<file path="src/rtl/neuron_mac_datapath_if.sv">
// Bus between the neuron control unit and its MAC datapath: pair writes, threshold load, MAC enables, result.
// Latency: none, plain wires; the datapath registers everything behind it.
// Backpressure: none; output_ready only qualifies the result outputs, it never stalls the pipeline.
//
// master = control unit side, slave = neuron_mac_datapath side.
interface neuron_mac_datapath_if #(
    parameter int DATA_W = 8,
    parameter int ACC_W  = 24
);
    logic                     rst_mem;
    logic                     wr_en;
    logic        [5:0]        wr_data_ptr;
    logic signed [DATA_W-1:0] data_in;
    logic signed [DATA_W-1:0] weight_in;
    logic                     thr_wr;
    logic signed [ACC_W-1:0]  thr_in;
    logic                     threshold_ready;
    logic                     mul_mem_en;
    logic                     ac_mem_en;
    logic        [5:0]        rd_data_ptr;
    logic                     output_ready;
    logic signed [ACC_W-1:0]  acc_out;
    logic                     fire;
    logic                     result_valid;

    modport master (
        output rst_mem, wr_en, wr_data_ptr, data_in, weight_in, thr_wr, thr_in,
               mul_mem_en, ac_mem_en, rd_data_ptr, output_ready,
        input  threshold_ready, acc_out, fire, result_valid
    );

    modport slave (
        input  rst_mem, wr_en, wr_data_ptr, data_in, weight_in, thr_wr, thr_in,
               mul_mem_en, ac_mem_en, rd_data_ptr, output_ready,
        output threshold_ready, acc_out, fire, result_valid
    );
endinterface

</file>
<file path="src/rtl/neuron_mac_datapath.sv">
// Neuron MAC datapath: stores input/weight pairs and a threshold, saturating multiply-accumulate, fire compare.
// Latency: enable in cycle N -> product reg end of N -> acc updated end of N+1; DONE two idle cycles later.
// Backpressure: none; control paces the enables, output_ready only gates result_valid/acc_out/fire.
//
// Ports: clk, rst_n (async active-low) plus bus (slave modport): write port (wr_en, wr_data_ptr,
// data_in, weight_in), threshold load (thr_wr, thr_in, threshold_ready), MAC enables
// (mul_mem_en, ac_mem_en, rd_data_ptr, rst_mem) and result (output_ready, result_valid, acc_out, fire).
module neuron_mac_datapath #(
    parameter int DATA_W = 8,
    parameter int ACC_W  = 24,
    parameter int DEPTH  = 64
) (
    input  logic                 clk,
    input  logic                 rst_n,
    neuron_mac_datapath_if.slave bus
);
    localparam int PROD_W = 2 * DATA_W;
    localparam logic signed [ACC_W-1:0] ACC_MAX = {1'b0, {(ACC_W-1){1'b1}}};
    localparam logic signed [ACC_W-1:0] ACC_MIN = {1'b1, {(ACC_W-1){1'b0}}};

    typedef enum logic [1:0] {
        S_EMPTY = 2'd0,
        S_ARMED = 2'd1,
        S_ACCUM = 2'd2,
        S_DONE  = 2'd3
    } state_t;

    // Pair memories: no reset, no read-during-write bypass (a same-cycle read sees the old word).
    logic signed [DATA_W-1:0] x_mem [DEPTH];
    logic signed [DATA_W-1:0] w_mem [DEPTH];

    always_ff @(posedge clk) begin
        if (bus.wr_en) begin
            x_mem[bus.wr_data_ptr] <= bus.data_in;
            w_mem[bus.wr_data_ptr] <= bus.weight_in;
        end
    end

    logic signed [PROD_W-1:0] prod_d;
    logic signed [PROD_W-1:0] p_q;
    logic                     v1_q;
    logic signed [ACC_W-1:0]  acc_q;
    logic signed [ACC_W-1:0]  acc_sat;
    logic signed [ACC_W:0]    sum;
    logic                     ovf;
    logic                     sat_flag_q;

    assign prod_d = PROD_W'(x_mem[bus.rd_data_ptr]) * PROD_W'(w_mem[bus.rd_data_ptr]);

    // One guard bit above the accumulator: a disagreement between the top two bits is an overflow.
    assign sum = (ACC_W+1)'(acc_q) + (ACC_W+1)'(p_q);

    always_comb begin
        acc_sat = sum[ACC_W-1:0];
        ovf     = 1'b0;
        if (sum[ACC_W] != sum[ACC_W-1]) begin
            ovf     = 1'b1;
            acc_sat = sum[ACC_W] ? ACC_MIN : ACC_MAX;
        end
    end

    // rst_mem has priority over both stages, so an accumulate landing in the same cycle is dropped.
    always_ff @(posedge clk or negedge rst_n) begin
        if (!rst_n) begin
            p_q        <= '0;
            v1_q       <= 1'b0;
            acc_q      <= '0;
            sat_flag_q <= 1'b0;
        end else if (bus.rst_mem) begin
            p_q        <= '0;
            v1_q       <= 1'b0;
            acc_q      <= '0;
            sat_flag_q <= 1'b0;
        end else begin
            if (bus.mul_mem_en) begin
                p_q <= prod_d;
            end
            v1_q <= bus.mul_mem_en & bus.ac_mem_en;
            if (v1_q) begin
                acc_q      <= acc_sat;
                sat_flag_q <= sat_flag_q | ovf;
            end
        end
    end

    state_t                  state_q, state_d;
    logic                    idle_q, idle_d;
    logic signed [ACC_W-1:0] thr_q, thr_d;
    logic                    fire_q, fire_d;

    always_ff @(posedge clk or negedge rst_n) begin
        if (!rst_n) begin
            state_q <= S_EMPTY;
            idle_q  <= 1'b0;
            thr_q   <= '0;
            fire_q  <= 1'b0;
        end else begin
            state_q <= state_d;
            idle_q  <= idle_d;
            thr_q   <= thr_d;
            fire_q  <= fire_d;
        end
    end

    always_comb begin
        state_d = state_q;
        idle_d  = 1'b0;
        thr_d   = thr_q;
        fire_d  = fire_q;
        case (state_q)
            S_EMPTY: begin
                if (bus.thr_wr) begin
                    thr_d   = bus.thr_in;
                    state_d = S_ARMED;
                end
            end
            S_ARMED: begin
                if (bus.thr_wr) begin
                    thr_d = bus.thr_in;
                end
                if (v1_q) begin
                    state_d = S_ACCUM;
                end
            end
            S_ACCUM: begin
                // Threshold is frozen while accumulating. Two idle cycles in a row mean the
                // pipeline has drained and acc_q is final, so fire is sampled on the way into DONE.
                if (!bus.mul_mem_en && !v1_q) begin
                    if (idle_q) begin
                        state_d = S_DONE;
                        fire_d  = (acc_q >= thr_q);
                    end else begin
                        idle_d = 1'b1;
                    end
                end
            end
            S_DONE: begin
                if (bus.thr_wr) begin
                    thr_d = bus.thr_in;
                end
            end
            default: state_d = S_EMPTY;
        endcase
        if (bus.rst_mem && (state_q != S_EMPTY)) begin
            state_d = S_ARMED;
            idle_d  = 1'b0;
            fire_d  = 1'b0;
        end
    end

    assign bus.threshold_ready = (state_q != S_EMPTY);
    assign bus.result_valid    = bus.output_ready & (state_q == S_DONE);
    assign bus.acc_out         = bus.result_valid ? acc_q : '0;
    assign bus.fire            = bus.result_valid & fire_q;

endmodule

</file>
<file path="src/flat_wrapper.sv">
// flat-port wrapper written by rule: the top's interface ports become plain ports
module neuron_mac_datapath_flat 
#(
    parameter int DATA_W = 8,
    parameter int ACC_W  = 24,
    parameter int DEPTH  = 64
)
  (clk, rst_n, bus_rst_mem, bus_wr_en, bus_wr_data_ptr, bus_data_in, bus_weight_in, bus_thr_wr, bus_thr_in, bus_mul_mem_en, bus_ac_mem_en, bus_rd_data_ptr, bus_output_ready, bus_threshold_ready, bus_acc_out, bus_fire, bus_result_valid);
  neuron_mac_datapath_if #(.DATA_W(DATA_W), .ACC_W(ACC_W)) bus_i ();
  input  logic clk;
  input  logic rst_n;
  input wire logic [$bits(bus_i.rst_mem)-1:0] bus_rst_mem;
  input wire logic [$bits(bus_i.wr_en)-1:0] bus_wr_en;
  input wire logic [$bits(bus_i.wr_data_ptr)-1:0] bus_wr_data_ptr;
  input wire logic [$bits(bus_i.data_in)-1:0] bus_data_in;
  input wire logic [$bits(bus_i.weight_in)-1:0] bus_weight_in;
  input wire logic [$bits(bus_i.thr_wr)-1:0] bus_thr_wr;
  input wire logic [$bits(bus_i.thr_in)-1:0] bus_thr_in;
  input wire logic [$bits(bus_i.mul_mem_en)-1:0] bus_mul_mem_en;
  input wire logic [$bits(bus_i.ac_mem_en)-1:0] bus_ac_mem_en;
  input wire logic [$bits(bus_i.rd_data_ptr)-1:0] bus_rd_data_ptr;
  input wire logic [$bits(bus_i.output_ready)-1:0] bus_output_ready;
  output wire logic [$bits(bus_i.threshold_ready)-1:0] bus_threshold_ready;
  output wire logic [$bits(bus_i.acc_out)-1:0] bus_acc_out;
  output wire logic [$bits(bus_i.fire)-1:0] bus_fire;
  output wire logic [$bits(bus_i.result_valid)-1:0] bus_result_valid;
  assign bus_i.rst_mem = bus_rst_mem;
  assign bus_i.wr_en = bus_wr_en;
  assign bus_i.wr_data_ptr = bus_wr_data_ptr;
  assign bus_i.data_in = bus_data_in;
  assign bus_i.weight_in = bus_weight_in;
  assign bus_i.thr_wr = bus_thr_wr;
  assign bus_i.thr_in = bus_thr_in;
  assign bus_i.mul_mem_en = bus_mul_mem_en;
  assign bus_i.ac_mem_en = bus_ac_mem_en;
  assign bus_i.rd_data_ptr = bus_rd_data_ptr;
  assign bus_i.output_ready = bus_output_ready;
  assign bus_threshold_ready = bus_i.threshold_ready;
  assign bus_acc_out = bus_i.acc_out;
  assign bus_fire = bus_i.fire;
  assign bus_result_valid = bus_i.result_valid;
  neuron_mac_datapath #(.DATA_W(DATA_W), .ACC_W(ACC_W), .DEPTH(DEPTH)) u_core (.clk(clk), .rst_n(rst_n), .bus(bus_i));
endmodule
</file>
<file path="config.mk">
export PLATFORM = sky130hd
export DESIGN_NAME = neuron_mac_datapath_flat
export DESIGN_NICKNAME = d
export VERILOG_FILES = /design/src/rtl/neuron_mac_datapath_if.sv /design/src/rtl/neuron_mac_datapath.sv /design/src/flat_wrapper.sv
export SDC_FILE = /design/constraint.sdc
export NUM_CORES = 1
export LEC_CHECK = 0
export CAP_MARGIN = 20
export CORE_MARGIN = 2
export CORE_UTILIZATION = 62
export CTS_BUF_LIST = sky130_fd_sc_hd__clkbuf_16
export DETAILED_ROUTE_END_ITERATION = 6
export PLACE_DENSITY = 0.91
export SYNTH_ARGS = -nofsm -noshare
export SYNTH_HDL_FRONTEND = slang
export SYNTH_SLANG_ARGS = --single-unit
</file>
<file path="constraint.sdc">
create_clock -name clk -period 6.3 [get_ports clk]
set_input_delay 0.945 -clock clk [delete_from_list [all_inputs] [get_ports clk]]
set_output_delay 0.945 -clock clk [all_outputs]
set_load 0.02 [all_outputs]
</file>
==> results.txt <==
The clock latency reported for the late side of the worst-skew pair came out at 0.68 ns. The number of hold-slack violations in the final timing report is 0. The portion of total power attributed to the clock network is 0.325.

The startpoint identified for the worst hold timing path is u_core.idle_q. The logic depth of the worst register-to-register path came out at 17. The final reports fail on DRC, setup timing. The maximum clock path buffer count is 3.

The sink count of the clock tree came out at 1093. The clock transition at the registers of the reported paths came out at 0.06 ns. Summing all flip-flop and latch instances after layout gives 0.0325 mm². Static timing analysis puts the maximum clock frequency at 150 MHz. The library cell used most frequently in the layout, excluding fill and tap cells, is edfxtp_1. VDD sags by at most 0.458 mV. The number of core rows came out at 100. The post-route cell area is 0.0548 mm². The routed design has 165 mm of wire. Of the total power, the share spent switching nets is 0.304. The sequential element share of the synthesized area came out at 0.701. The hold-fix buffer count after cts is 0.

The post-synthesis cell type count is 57. The worst register-to-register path ends at u_core.p_q[15]. The placed wire-length estimate is 75.0 mm. The reported max-cap violation count is 0. The critical path goes through buf_16, buf_12, buf_4, mux4_2, mux4_2, mux4_2, buf_6, and2_1, fa_1, inv_1, fa_2, fa_1, inv_1, fa_1, ha_2, or3_4, a211oi_4, or3_1, nand3_1, a21oi_1. The layout has 3742 filler cells. Timing analysis after detailed placement gives a worst setup slack of -0.786 ns.

The initial core utilization is 0.624. The routed layout has 29.4k vias. Setup violations remaining at the end of the flow were counted as 6. The total global routing overflow came out at 0.

The required time at the endpoint of the critical path came out at 6.87 ns. Synthesis inferred 1093 register bits. The flow ran to the end, but the final reports show violations. The share of flip-flops with an asynchronous set or reset after synthesis came out at 0.0631.

The count of nets left with antenna violations after detail routing came out at 0. The die is 277 µm tall. On the final layout, the worst clock skew is 0.0232 ns.

The die covers 0.0769 mm². Summing all multi-input logic gate instances after layout gives 0.0132 mm². The region available for standard cell placement spans 0.0742 mm². At the pin with the least slew margin, the transition time is 1.06 ns.

The worst setup path is launched from a primary input. The share of the clock period used by the worst path after layout is 1.06. The final net count came out at 2927. The synthesized area per cell came out at 19.5 µm².

Buffers placed on the I/O ports in this run total 86. The placed instance area came out at 0.0500 mm². CTS built an H-tree with a depth of 3. The number of pins exceeding their max-slew limit in the final report came out at 0. CTS placed an instance of clkbuf_16 at the clock tree root. Of the total power, registers draw 0.391. The startpoint of the worst register-to-register path is u_core.x_mem[36][7].

For this run, the detailed router's first-pass iteration total came to 7. Among all flip-flop cells after synthesis, the most frequent one is edfxtp_1. The overall routing resource usage is 0.390.

STA classifies the critical path endpoint as a flop. Dividing total power by cell area gives a power density of 382 mW/mm². The routability-driven placement congestion ratio came out at 0.948. For this run, design rule violations remaining after detail routing come to 24.

The final period demand of the worst path came out at 6.65 ns. Among all stages on the critical path, the largest delay is contributed by mux4_2. The number of primary I/O pins came out at 87. Broken down by cell family, the worst path's largest delay share belongs to adder cells. The total power came out at 20.9 mW. The power share of the combinational group is 0.284. The delay of the slowest cell on the worst path is 0.67 ns. The largest net degree at the start of global routing is 70. The number of buffers added by the clock tree synthesis step is 105. The peak fanout along the critical path is 7.

The post-layout worst setup margin is -0.350 ns. The synthesized net count is 2566. The top cell types in the final layout, fill and taps aside, are 1024 x edfxtp_1, 335 x mux4_2, 181 x buf_4, 126 x inv_1, 110 x clkbuf_16. The critical path is of the primary input to flop type. The path class of the lowest-slack min-delay path is flop to flop. The cell-internal power came out at 14.6 mW.

The number of vias per cell is 7.73. The initial antenna violation count came out at 33. The horizontal extent of the die is 277 µm. The via count of the first global-routing pass came out at 27.6k.

The setup TNS is -1.37 ns. The TritonCTS clock tree is yes. The worst register-to-register path has a setup slack of -0.14 ns.

The layout-stage area growth over the synthesis result came out at 18.4%. After detailed routing, the average wire length per cell comes to 43.4 µm. The wire length of the first global-routing pass came out at 209 mm. The switching power came out at 6.35 mW. For hold timing, the worst endpoint is u_core.idle_q. The number of buffers and inverters on the critical path is 6. The worst pin sits at a relative slew slack of 0.292. The detailed router finished its first iteration with 5835 violations. The leakage power of the design is 19.1 nW. The share of post-route cells with drive strength above 1 is 0.305. For this run, the number of Yosys warnings is 0. The netlist area before placement is 0.0463 mm². The cell count after synthesis came out at 2369. Counting flops with a built-in enable in the synthesized netlist gives 1024. Along the worst hold path, the cell count comes to 1.

For the worst setup path, the data arrival time is 7.22 ns. Setup repair after global routing could not meet its margin everywhere.
==> sequential cells by signal (all words and copies together), names as in the netlist <==
name,count
u_core.p_q,16
u_core.thr_q,24
u_core.fire_q,1
u_core.acc_q,24
u_core.state_q,2
u_core.w_mem,512
u_core.idle_q,1
u_core.x_mem,512
u_core.v1_q,1
==> through the flow <==
stage          hold WS [ns]  std cells  utilization
2_1_floorplan         0.409       2369            -
3_3_place_gp          0.416       3532        0.673
3_5_place_dp          0.424       3532        0.673
4_1_cts               0.432       3731        0.723
5_1_grt               0.464       3786        0.738
6_report              0.441       3805        0.739
==> power groups by stage <==
stage | combinational (mW) | sequential [mW] | clock [mW]
finish | 5.94 | 8.17 | 6.79
global route | 6.43 | 8.17 | 6.95
CTS | 4.95 | 8.17 | 6.55
detailed placement | 4.69 | 8.32 | 0
global placement | 4.44 | 8.30 | 0
floorplan | 3.10 | 8.28 | 0
==> worst max-delay path by stage <==
stage | to | from | slack (ns) | cells after the start
detailed placement | u_core.p_q[12] | bus_rd_data_ptr[0] | -0.79 | 22
global placement | u_core.p_q[15] | bus_rd_data_ptr[0] | -0.63 | 22
floorplan | u_core.p_q[12] | bus_rd_data_ptr[0] | -0.29 | 24
global route | u_core.p_q[12] | bus_rd_data_ptr[0] | -0.39 | 23
CTS | u_core.p_q[12] | bus_rd_data_ptr[0] | -0.07 | 24
finish | u_core.p_q[15] | bus_rd_data_ptr[0] | -0.35 | 20
==> area by class of cell <==
cell class / count / share of cell area
Multi-Input combinational cell: 1050 / 0.241
Antenna cell: 22 / 0.00100
Clock inverter: 86 / 0.0153
Inverter: 123 / 0.00847
Timing Repair Buffer: 357 / 0.0712
Sequential cell: 1093 / 0.593
Clock buffer: 105 / 0.0479
Tap cell: 969 / 0.0221
==> cells by family after synthesis <==
| logic type | synth area share |
|---|---|
| compound gates | 0.0245 |
| xor+xnor | 0.00643 |
| fa+ha+maj | 0.0461 |
| buf+inv | 0.0201 |
| flops | 0.701 |
| mux | 0.166 |
| simple gates | 0.0352 |
==> routing by layer <==
metal  up-vias  wire length (µm)  GRT usage
met2      3922             74100      0.614
met5         -               188   0.000625
met3      1133             26300      0.125
met1     14072             46000      0.468
li1      10261                 -          -
met4        24             18600      0.258
==> what timing repair did <==
action | in CTS | in global routing
cloned | 3 | 5
gates resized for setup | 21 | 81
pin swaps | 8 | 33
buffers inserted | 5 | 27
endpoints found under the setup margin | 5 | 7
==> cell usage after synthesis (all sizes together), types with 4 or more instances <==
| master | count | area, µm² |
|---|---|---|
| edfxtp | 1024 | 30700 |
| dfrtp | 69 | 1730 |
| ha | 81 | 1010 |
| nand4 | 9 | 56.3 |
| or3 | 9 | 56.3 |
| fa | 56 | 1120 |
| and3 | 27 | 169 |
| nor2 | 107 | 402 |
| nand2 | 87 | 327 |
| xnor2 | 23 | 201 |
| nor2b | 11 | 68.8 |
| nand3b | 4 | 30.0 |
| o211ai | 5 | 37.5 |
| mux2i | 13 | 130 |
| o21bai | 8 | 60.1 |
| nor3 | 8 | 40.0 |
| buf | 42 | 239 |
| a21o | 17 | 128 |
| nand3 | 15 | 75.1 |
| mux4 | 335 | 7540 |
| a31oi | 4 | 25.0 |
| and2 | 48 | 300 |
| xor2 | 11 | 96.3 |
| a21oi | 56 | 280 |
| clkbuf | 61 | 229 |
| o21ai | 68 | 344 |
| inv | 123 | 462 |
| a211oi | 13 | 97.6 |
(Power assumes the default switching activity.)
